## src/rtl/iter_alu.sv

```systemverilog
// Registered EX-stage ALU: single-cycle integer ops with one-cycle latency, plus
// iterative multiply/divide into HI/LO with a valid/ready stall handshake.
//
// state | meaning
// IDLE  | ready for a request; single-cycle ops complete here
// MUL   | shift-add multiply, one multiplier bit per cycle
// DIV   | restoring divide, one quotient bit per cycle
// FIX   | apply signs, write hi/lo, pulse out_valid
module iter_alu #(
   parameter int WIDTH = 32
) (
   input  logic             clk,
   input  logic             rst,
   input  logic             in_valid,
   output logic             in_ready,
   input  logic [4:0]       op,
   input  logic [WIDTH-1:0] a,
   input  logic [WIDTH-1:0] b,
   input  logic             kill,
   output logic             out_valid,
   output logic [WIDTH-1:0] result,
   output logic             zero,
   output logic             ovf,
   output logic             dbz,
   output logic             busy,
   output logic [WIDTH-1:0] hi,
   output logic [WIDTH-1:0] lo
);
   localparam int SHW = $clog2(WIDTH);

   typedef enum logic [1:0] {S_IDLE, S_MUL, S_DIV, S_FIX} state_t;
   state_t state, state_nxt;

   logic [2*WIDTH-1:0] prod;
   logic [WIDTH-1:0]   opnd, a_save;
   logic [SHW-1:0]     cnt;
   logic               neg_q, neg_r, md_div, div_zero;

   logic             accept, is_md, is_div, sgn;
   logic [SHW-1:0]   shamt;
   logic [WIDTH-1:0] sum, diff, alu_res, a_mag, b_mag;
   logic             alu_ovf;

   assign accept = in_valid & in_ready;
   assign is_md  = (op >= 5'd16) && (op <= 5'd19);
   assign is_div = (op == 5'd18) || (op == 5'd19);
   assign sgn    = (op == 5'd16) || (op == 5'd18);
   assign shamt  = b[SHW-1:0];
   assign sum    = a + b;
   assign diff   = a - b;
   assign a_mag  = (sgn && a[WIDTH-1]) ? -a : a;
   assign b_mag  = (sgn && b[WIDTH-1]) ? -b : b;

   always_comb begin
      alu_res = a;
      alu_ovf = 1'b0;
      case (op)
         5'd0: alu_res = sum;
         5'd1: begin
            alu_res = sum;
            alu_ovf = (a[WIDTH-1] == b[WIDTH-1]) && (sum[WIDTH-1] != a[WIDTH-1]);
         end
         5'd2: alu_res = diff;
         5'd3: begin
            alu_res = diff;
            alu_ovf = (a[WIDTH-1] != b[WIDTH-1]) && (diff[WIDTH-1] != a[WIDTH-1]);
         end
         5'd4:  alu_res = a & b;
         5'd5:  alu_res = a | b;
         5'd6:  alu_res = ~(a | b);
         5'd7:  alu_res = a ^ b;
         5'd8:  alu_res = {{(WIDTH-1){1'b0}}, ($signed(a) < $signed(b))};
         5'd9:  alu_res = {{(WIDTH-1){1'b0}}, (a < b)};
         5'd10: alu_res = a << shamt;
         5'd11: alu_res = a >> shamt;
         5'd12: alu_res = $signed(a) >>> shamt;
         default: alu_res = a;
      endcase
   end

   // Iteration datapath: prod holds {partial product, multiplier} or {remainder, dividend/quotient}
   logic [WIDTH:0]     mul_sum, div_shift, div_trial;
   logic               div_ge;
   logic [2*WIDTH-1:0] mul_fix;
   logic [WIDTH-1:0]   fix_hi, fix_lo;

   assign mul_sum   = {1'b0, prod[2*WIDTH-1:WIDTH]} + (prod[0] ? {1'b0, opnd} : '0);
   assign div_shift = {prod[2*WIDTH-1:WIDTH], prod[WIDTH-1]};
   assign div_trial = div_shift - {1'b0, opnd};
   assign div_ge    = ~div_trial[WIDTH];
   assign mul_fix   = neg_q ? -prod : prod;

   always_comb begin
      fix_hi = mul_fix[2*WIDTH-1:WIDTH];
      fix_lo = mul_fix[WIDTH-1:0];
      if (md_div) begin
         if (div_zero) begin
            fix_hi = a_save;
            fix_lo = '1;
         end else begin
            fix_hi = neg_r ? -prod[2*WIDTH-1:WIDTH] : prod[2*WIDTH-1:WIDTH];
            fix_lo = neg_q ? -prod[WIDTH-1:0] : prod[WIDTH-1:0];
         end
      end
   end

   always_ff @(posedge clk or negedge rst) begin
      if (!rst) state <= S_IDLE;
      else      state <= state_nxt;
   end

   always_comb begin
      state_nxt = state;
      case (state)
         S_IDLE: if (accept && is_md) state_nxt = is_div ? S_DIV : S_MUL;
         S_MUL, S_DIV: begin
            if (kill)                           state_nxt = S_IDLE;
            else if (cnt == SHW'(WIDTH - 1))    state_nxt = S_FIX;
         end
         S_FIX:   state_nxt = S_IDLE;
         default: state_nxt = S_IDLE;
      endcase
   end

   always_comb begin
      busy     = (state != S_IDLE);
      in_ready = (state == S_IDLE) & rst;
   end

   always_ff @(posedge clk or negedge rst) begin
      if (!rst) begin
         out_valid <= 1'b0;
         result    <= '0;
         zero      <= 1'b0;
         ovf       <= 1'b0;
         dbz       <= 1'b0;
         hi        <= '0;
         lo        <= '0;
         prod      <= '0;
         opnd      <= '0;
         a_save    <= '0;
         cnt       <= '0;
         neg_q     <= 1'b0;
         neg_r     <= 1'b0;
         md_div    <= 1'b0;
         div_zero  <= 1'b0;
      end else begin
         out_valid <= 1'b0;
         case (state)
            S_IDLE: begin
               if (accept) begin
                  if (is_md) begin
                     prod     <= {{WIDTH{1'b0}}, (is_div ? a_mag : b_mag)};
                     opnd     <= is_div ? b_mag : a_mag;
                     a_save   <= a;
                     cnt      <= '0;
                     neg_q    <= sgn & (a[WIDTH-1] ^ b[WIDTH-1]);
                     neg_r    <= sgn & a[WIDTH-1];
                     md_div   <= is_div;
                     div_zero <= is_div & (b == '0);
                  end else begin
                     out_valid <= 1'b1;
                     result    <= alu_res;
                     zero      <= (alu_res == '0);
                     ovf       <= alu_ovf;
                     dbz       <= 1'b0;
                     if (op == 5'd20) hi <= a;
                     if (op == 5'd21) lo <= a;
                  end
               end
            end
            S_MUL: begin
               if (!kill) begin
                  prod <= {mul_sum, prod[WIDTH-1:1]};
                  cnt  <= cnt + SHW'(1);
               end
            end
            S_DIV: begin
               if (!kill) begin
                  prod <= {(div_ge ? div_trial[WIDTH-1:0] : div_shift[WIDTH-1:0]),
                           prod[WIDTH-2:0], div_ge};
                  cnt  <= cnt + SHW'(1);
               end
            end
            S_FIX: begin
               if (!kill) begin
                  hi        <= fix_hi;
                  lo        <= fix_lo;
                  out_valid <= 1'b1;
                  result    <= fix_lo;
                  zero      <= (fix_lo == '0);
                  ovf       <= 1'b0;
                  dbz       <= div_zero;
               end
            end
            default: ;
         endcase
      end
   end
endmodule

```

## config.mk

```make
export PLATFORM = sky130hd
export DESIGN_NAME = iter_alu
export DESIGN_NICKNAME = d
export VERILOG_FILES = /design/src/rtl/iter_alu.sv
export SDC_FILE = /design/constraint.sdc
export NUM_CORES = 2
export LEC_CHECK = 0
export BUFFER_PORTS_ARGS = -buffer_cell sky130_fd_sc_hd__buf_2
export CORE_ASPECT_RATIO = 2
export CORE_MARGIN = 4
export CORE_UTILIZATION = 35
export CTS_CLUSTER_DIAMETER = 80
export DETAILED_ROUTE_END_ITERATION = 6
export GPL_ROUTABILITY_DRIVEN = 0
export PLACE_DENSITY = 0.5
export SLEW_MARGIN = 40
export SYNTH_ARGS = -nofsm -noshare
export SYNTH_HDL_FRONTEND = slang
export SYNTH_SLANG_ARGS = --single-unit
```

## constraint.sdc

```tcl
create_clock -name clk -period 6.9 [get_ports clk]
set_input_delay 1.035 -clock clk [delete_from_list [all_inputs] [get_ports clk]]
set_output_delay 1.035 -clock clk [all_outputs]
set_load 0.02 [all_outputs]
```

After elaboration in Yosys (flattened, before gate mapping)

Cells that the tools add are included.

Output and inout port bits: 102
Logic and storage cells: 165
Input port bits: 73
Register bits after elaboration: 239

Eq/ne operators: 36
Mux-type cells: 58
$add $sub $neg: 10
Reduce and logical (&&, ||, !) cells: 27
$lt $le $gt $ge: 4
Shift-type cells: 3
Bitwise logic cells: 11

Operators with widths:

| operator                                            | count |
|---|---|
| two-way mux 32 bit                                  | 22 |
| case mux 32 bit (11 select lines)                   | 1 |
| two-way mux 64 bit                                  | 5 |
| case mux 32 bit (2 select lines)                    | 3 |
| case mux 64 bit (3 select lines)                    | 1 |
| negation 32 bit                                     | 4 |
| logical NOT 32 bit                                  | 3 |
| less-than comparator 32 bit                         | 2 |
| negation 64 bit                                     | 1 |
| adder 32 x 32 -> 33 bit                             | 1 |
| subtractor 33 x 32 -> 33 bit                        | 1 |
| adder 32 bit                                        | 1 |
| bitwise AND 32 bit                                  | 1 |
| NOT 32 bit                                          | 1 |
| bitwise OR 32 bit                                   | 1 |
| << shifter 32 x 5 -> 32 bit                         | 1 |
| right shift 32 x 5 -> 32 bit                        | 1 |
| >>> shifter 32 x 5 -> 32 bit                        | 1 |
| subtractor 32 bit                                   | 1 |
| bitwise XOR 32 bit                                  | 1 |
| equality test 5 bit, second input constant          | 6 |
| equality test 5 x 4 -> 1 bit, second input constant | 5 |
| equality test 5 x 3 -> 1 bit, second input constant | 4 |
| != test 2 bit, second input constant                | 8 |
| 31 further kinds                                    | 73 |

Logic depth before layout (Yosys ltp)

Depth in word-level cells: 8
Mapped depth: 18
Mapped depth without buffers: 16

Least setup slack after synthesis

No wires, ideal clock.

Kind: in2reg
Start: input b[2]
End: register zero
Required time: 6.805 ns
Data arrival time: 5.496 ns
Buffers on the path: 4
Library setup time: 0.095 ns
Setup slack: 1.308 ns
Stages: 18
Cell sequence: clkbuf_1 > clkinv_1 > buf_1 > clkbuf_1 > buf_1 > ha_1 > a21oi_1 > o211ai_1 > a41o_1 > a31oi_1 > o21ai_0 > a221o_1 > a311oi_1 > mux2_2 > a311oi_1 > and4b_1 > nand4_1 > o31ai_1

Cells in the longest elaborated chain, start to end: 7
Elaborated cells on any way between the ends: 16
Those cells by class: add/sub: 2; order compare: 2; shift: 3; mux: 4; bitwise: 4; reduce/logical: 1

RTL lines:

| what                                                      | RTL line | text |
|---|---|---|
| start: declaration                                        | 18       | `input logic [WIDTH-1:0] b,` |
| branches (longest 2 deep; another with subtractor 32 bit) | --       |  |
| case mux 32 bit (11 select lines) *                       | 57       | `case (op)` |
| logical NOT 32 bit *                                      | 164      | `zero <= (alu_res == '0);` |
| two-way mux 1 bit *                                       | 152      | `if (is_md) begin` |
| two-way mux 1 bit *                                       | 151      | `if (accept) begin` |
| case mux 1 bit (2 select lines) *                         | 149      | `case (state)` |
| end signal: assignment                                    | 164      |  |
| end signal: assignment                                    | 191      | `zero <= (fix_lo == '0);` |
| end: declaration                                          | 22       | `output logic zero,` |

Mark *: on every way between the ends. The select of a mux whose other input is x is not followed.
A chain may end at the register's enable or synchronous reset.

Worst setup path after layout

Start: input b[1]
End: register zero

Same word-level chain as after synthesis.

==> metrics.csv <==
metric,value,unit
result of the run,"complete, but fails checks",
violated checks,DRC,
"FF+latch count, synth",239,
count of vias placed by the detailed router,33400,
capturing element type of the critical path,flip-flop,
synthesized net count,4114,
half-perimeter wire length after detailed placement,131000,µm
library cells used by synthesis,93,
most frequent cell after synthesis,sky130_fd_sc_hd__nand2_1,
via-per-instance ratio,6.75,
WP data arrival,5.99,ns
pin count of the biggest net entering global routing,99,
vias in the first global route,32600,
Storage cell area,0.00598,mm²
number of antenna violations at the first check in global routing,16,
minimum setup slack among reg-to-reg paths,1.68,ns
buffer depth of the longest clock path,3,
total negative slack for setup checks,0,ns
Clock Tree Root,sky130_fd_sc_hd__clkbuf_16,
DRC Markers,21,
die height,411,µm
worst-case vdd ir drop,0.243,mV
iteration count of the initial detailed-routing pass,7,
final slew viol count,0,
count of antenna-violating nets left after detailed routing,0,
final routed wirelength across all metal layers,174000,µm
synthesized netlist cell count,3858,
buffers inserted during post-CTS setup optimization,0,
Synth Cell Area,0.0285,mm²
layout cell share with drive strength beyond 1,13.5,%
Die Width,210,µm
relative area change from synthesis to final layout,11.0,%
wire length of the first global-routing pass,245000,µm
Initial Util,35.3,%
min setup slack post-route,1.40,ns
cell types occupying the most area after synthesis,"sky130_fd_sc_hd__dfrtp_1 21%, sky130_fd_sc_hd__ha_1 7.9%, sky130_fd_sc_hd__o21ai_0 7.0%",
number of inserted filler cells in the final layout,8731,
library cell with the largest summed area after synthesis,sky130_fd_sc_hd__dfrtp_1,
slew at the pin closest to its max-slew limit,1.05,ns
cell leakage power,13.6,nW
CP Launch Type,input pin,
initial detailed-routing violation count,4139,
total number of H-tree levels,1,
Resized Gates After CTS,0,
Buffers on Ports,174,
power per cell area,372,mW/mm²
combined area of the multi-input logic cells,0.0210,mm²
WS Path Type,input pin to flip-flop,
overflow left after global routing,0,
number of cells on the worst reg-to-reg path,16,
smallest hold slack,0.318,ns
TritonCTS clock tree,built,
number of buffers created by CTS,24,
fraction of registers with async set/reset,100,%
biggest fanout along the worst timing path,36,
number of hold buffers added after cts,0,
"Min Clock Period, post-route",5.50,ns
RSZ-0062 raised after global routing,no,
clock edge transition at the registers on the reported setup and hold paths,0.07,ns
sequential cell area fraction in the yosys report,21.0,%
Tightest Hold Check Type,input pin to async pin,
highest attainable clock frequency,182,MHz
number of warning messages in the yosys log,0,
Worst R2R Start,prod[0],
CP Data Required Time,7.39,ns
hold violation count in the final report,0,
Main synth FF type,sky130_fd_sc_hd__dfrtp_1,
number of enable flip-flop cells after synthesis,0,
final setup skew,0.0215,ns
Clock Latency Late Sink,0.58,ns
headroom to the max-slew limit,29.9,%
crit share post-route,79.7,%
Final Setup Violations,0,
final net count,4132,
global-route total usage across every layer,39.3,%
number of rows created at floorplan,147,
floorplan core area,0.0806,mm²
Sinks on Clock Net,239,
synth cell count leaders,"479 x sky130_fd_sc_hd__nand2_1, 397 x sky130_fd_sc_hd__o21ai_0, 341 x sky130_fd_sc_hd__nor2_1, 327 x sky130_fd_sc_hd__a21oi_1, 239 x sky130_fd_sc_hd__dfrtp_1",
Setup WS pre-CTS,1.09,ns
total of max-cap violations,0,
Die Area,0.0862,mm²
Top Ports,175,
end of the worst register-to-register path,prod[63],
mean instance size in the synthesized netlist,7.38,µm²
proportion of netlist area held by the largest area contributor,21.0,%
wire length per cell after detailed routing,35.0,µm
-- per-layer routing --
| layer | wire [µm] | track usage [%] | vias to the layer above |
|---|---|---|---|
| li1 | - | - | 14200 |
| met2 | 80000 | 63.8 | 2216 |
| met5 | 62 | 0.115 | - |
| met3 | 15000 | 11.5 | 1055 |
| met4 | 25800 | 42.6 | 8 |
| met1 | 52600 | 37.5 | 15900 |
-- sequential cells by signal, indices dropped and copies added (netlist names) --
register,count
prod,64
a_save,32
hi,32
lo,32
opnd,32
result,32
cnt,5
state,2
dbz,1
div_zero,1
md_div,1
neg_q,1
neg_r,1
out_valid,1
ovf,1
zero,1
-- worst max-delay path, cell delays in order --
cell and delay, ns:
sky130_fd_sc_hd__buf_2 0.29, sky130_fd_sc_hd__buf_4 0.50, sky130_fd_sc_hd__nor2b_2 0.61, sky130_fd_sc_hd__a22oi_1 0.24, sky130_fd_sc_hd__a31o_2 0.31, sky130_fd_sc_hd__o41ai_4 0.72, sky130_fd_sc_hd__a21oi_2 0.28, sky130_fd_sc_hd__a2111oi_0 0.43
sky130_fd_sc_hd__nand4b_1 0.17, sky130_fd_sc_hd__nor4b_1 0.34, sky130_fd_sc_hd__buf_4 0.24, sky130_fd_sc_hd__nand4_1 0.18, sky130_fd_sc_hd__nor4_1 0.29, sky130_fd_sc_hd__nand4_1 0.14, sky130_fd_sc_hd__o31ai_1 0.20
-- cell usage in the layout (no fill, tap or decap), types with 48 or more instances in the layout --
master and instances:
sky130_fd_sc_hd__a211oi_1 48, sky130_fd_sc_hd__a21oi_1 321, sky130_fd_sc_hd__a22oi_1 59, sky130_fd_sc_hd__buf_2 172, sky130_fd_sc_hd__buf_4 118, sky130_fd_sc_hd__dfrtp_1 239
sky130_fd_sc_hd__ha_1 177, sky130_fd_sc_hd__inv_1 153, sky130_fd_sc_hd__mux2_2 52, sky130_fd_sc_hd__mux2i_1 89, sky130_fd_sc_hd__nand2_1 477, sky130_fd_sc_hd__nand3_1 76
sky130_fd_sc_hd__nor2_1 335, sky130_fd_sc_hd__nor3_1 71, sky130_fd_sc_hd__o211ai_1 49, sky130_fd_sc_hd__o21ai_0 392, sky130_fd_sc_hd__o31ai_1 50, sky130_fd_sc_hd__xnor2_1 127
-- layout make-up --
cell class | instances | area share (%)
multi-input cells | 3152 | 66.4
flip-flops and latches | 239 | 18.9
repair buffers | 297 | 5.91
well taps | 1043 | 4.13
clock buffers | 30 | 2.07
inverters | 162 | 1.92
clock inverters | 10 | 0.459
diodes | 20 | 0.158
-- kinds of logic after synthesis --
kind of cell | synth area share (%)
buffers and inverters | 6.28
AOI/OAI and AO/OA | 31.1
adders and majority gates | 8.15
xor gates and xnor gates | 5.20
DFF | 21.0
muxes | 8.35
and+or+nand+nor | 19.9
-- worst max-delay path by stage --
stage	start	end	slack (ns)	cells past startpoint
6_report	b[1]	zero	1.40	15
5_1_grt	b[1]	zero	1.25	15
4_1_cts	b[1]	zero	1.68	15
3_5_place_dp	b[1]	zero	1.09	15
3_3_place_gp	b[1]	zero	0.68	16
2_1_floorplan	b[2]	zero	1.31	18
-- where the power goes --
| part | leakage, nW | total [mW] | internal (mW) | switching (mW) |
|---|---|---|---|---|
| clock | 0.386 | 1.45 | 0.784 | 0.662 |
| sequential | 3.04 | 2.80 | 2.03 | 0.771 |
| combinational | 10.1 | 7.52 | 2.35 | 5.17 |
| total | 13.6 | 11.8 | 5.17 | 6.60 |
-- stage by stage --
stage          cells  power (mW)  instance area (µm²)  utilization, %
3_3_place_gp    4891        9.92                30500            37.9
4_1_cts         4932        11.4                31400            39.0
3_5_place_dp    4892        9.97                30600            38.0
5_1_grt         4934        12.4                31600            39.2
6_report        4953        11.8                31600            39.2
2_1_floorplan   3858        7.12                28500               -
Note: power is estimated with default switching activity, not from simulation.
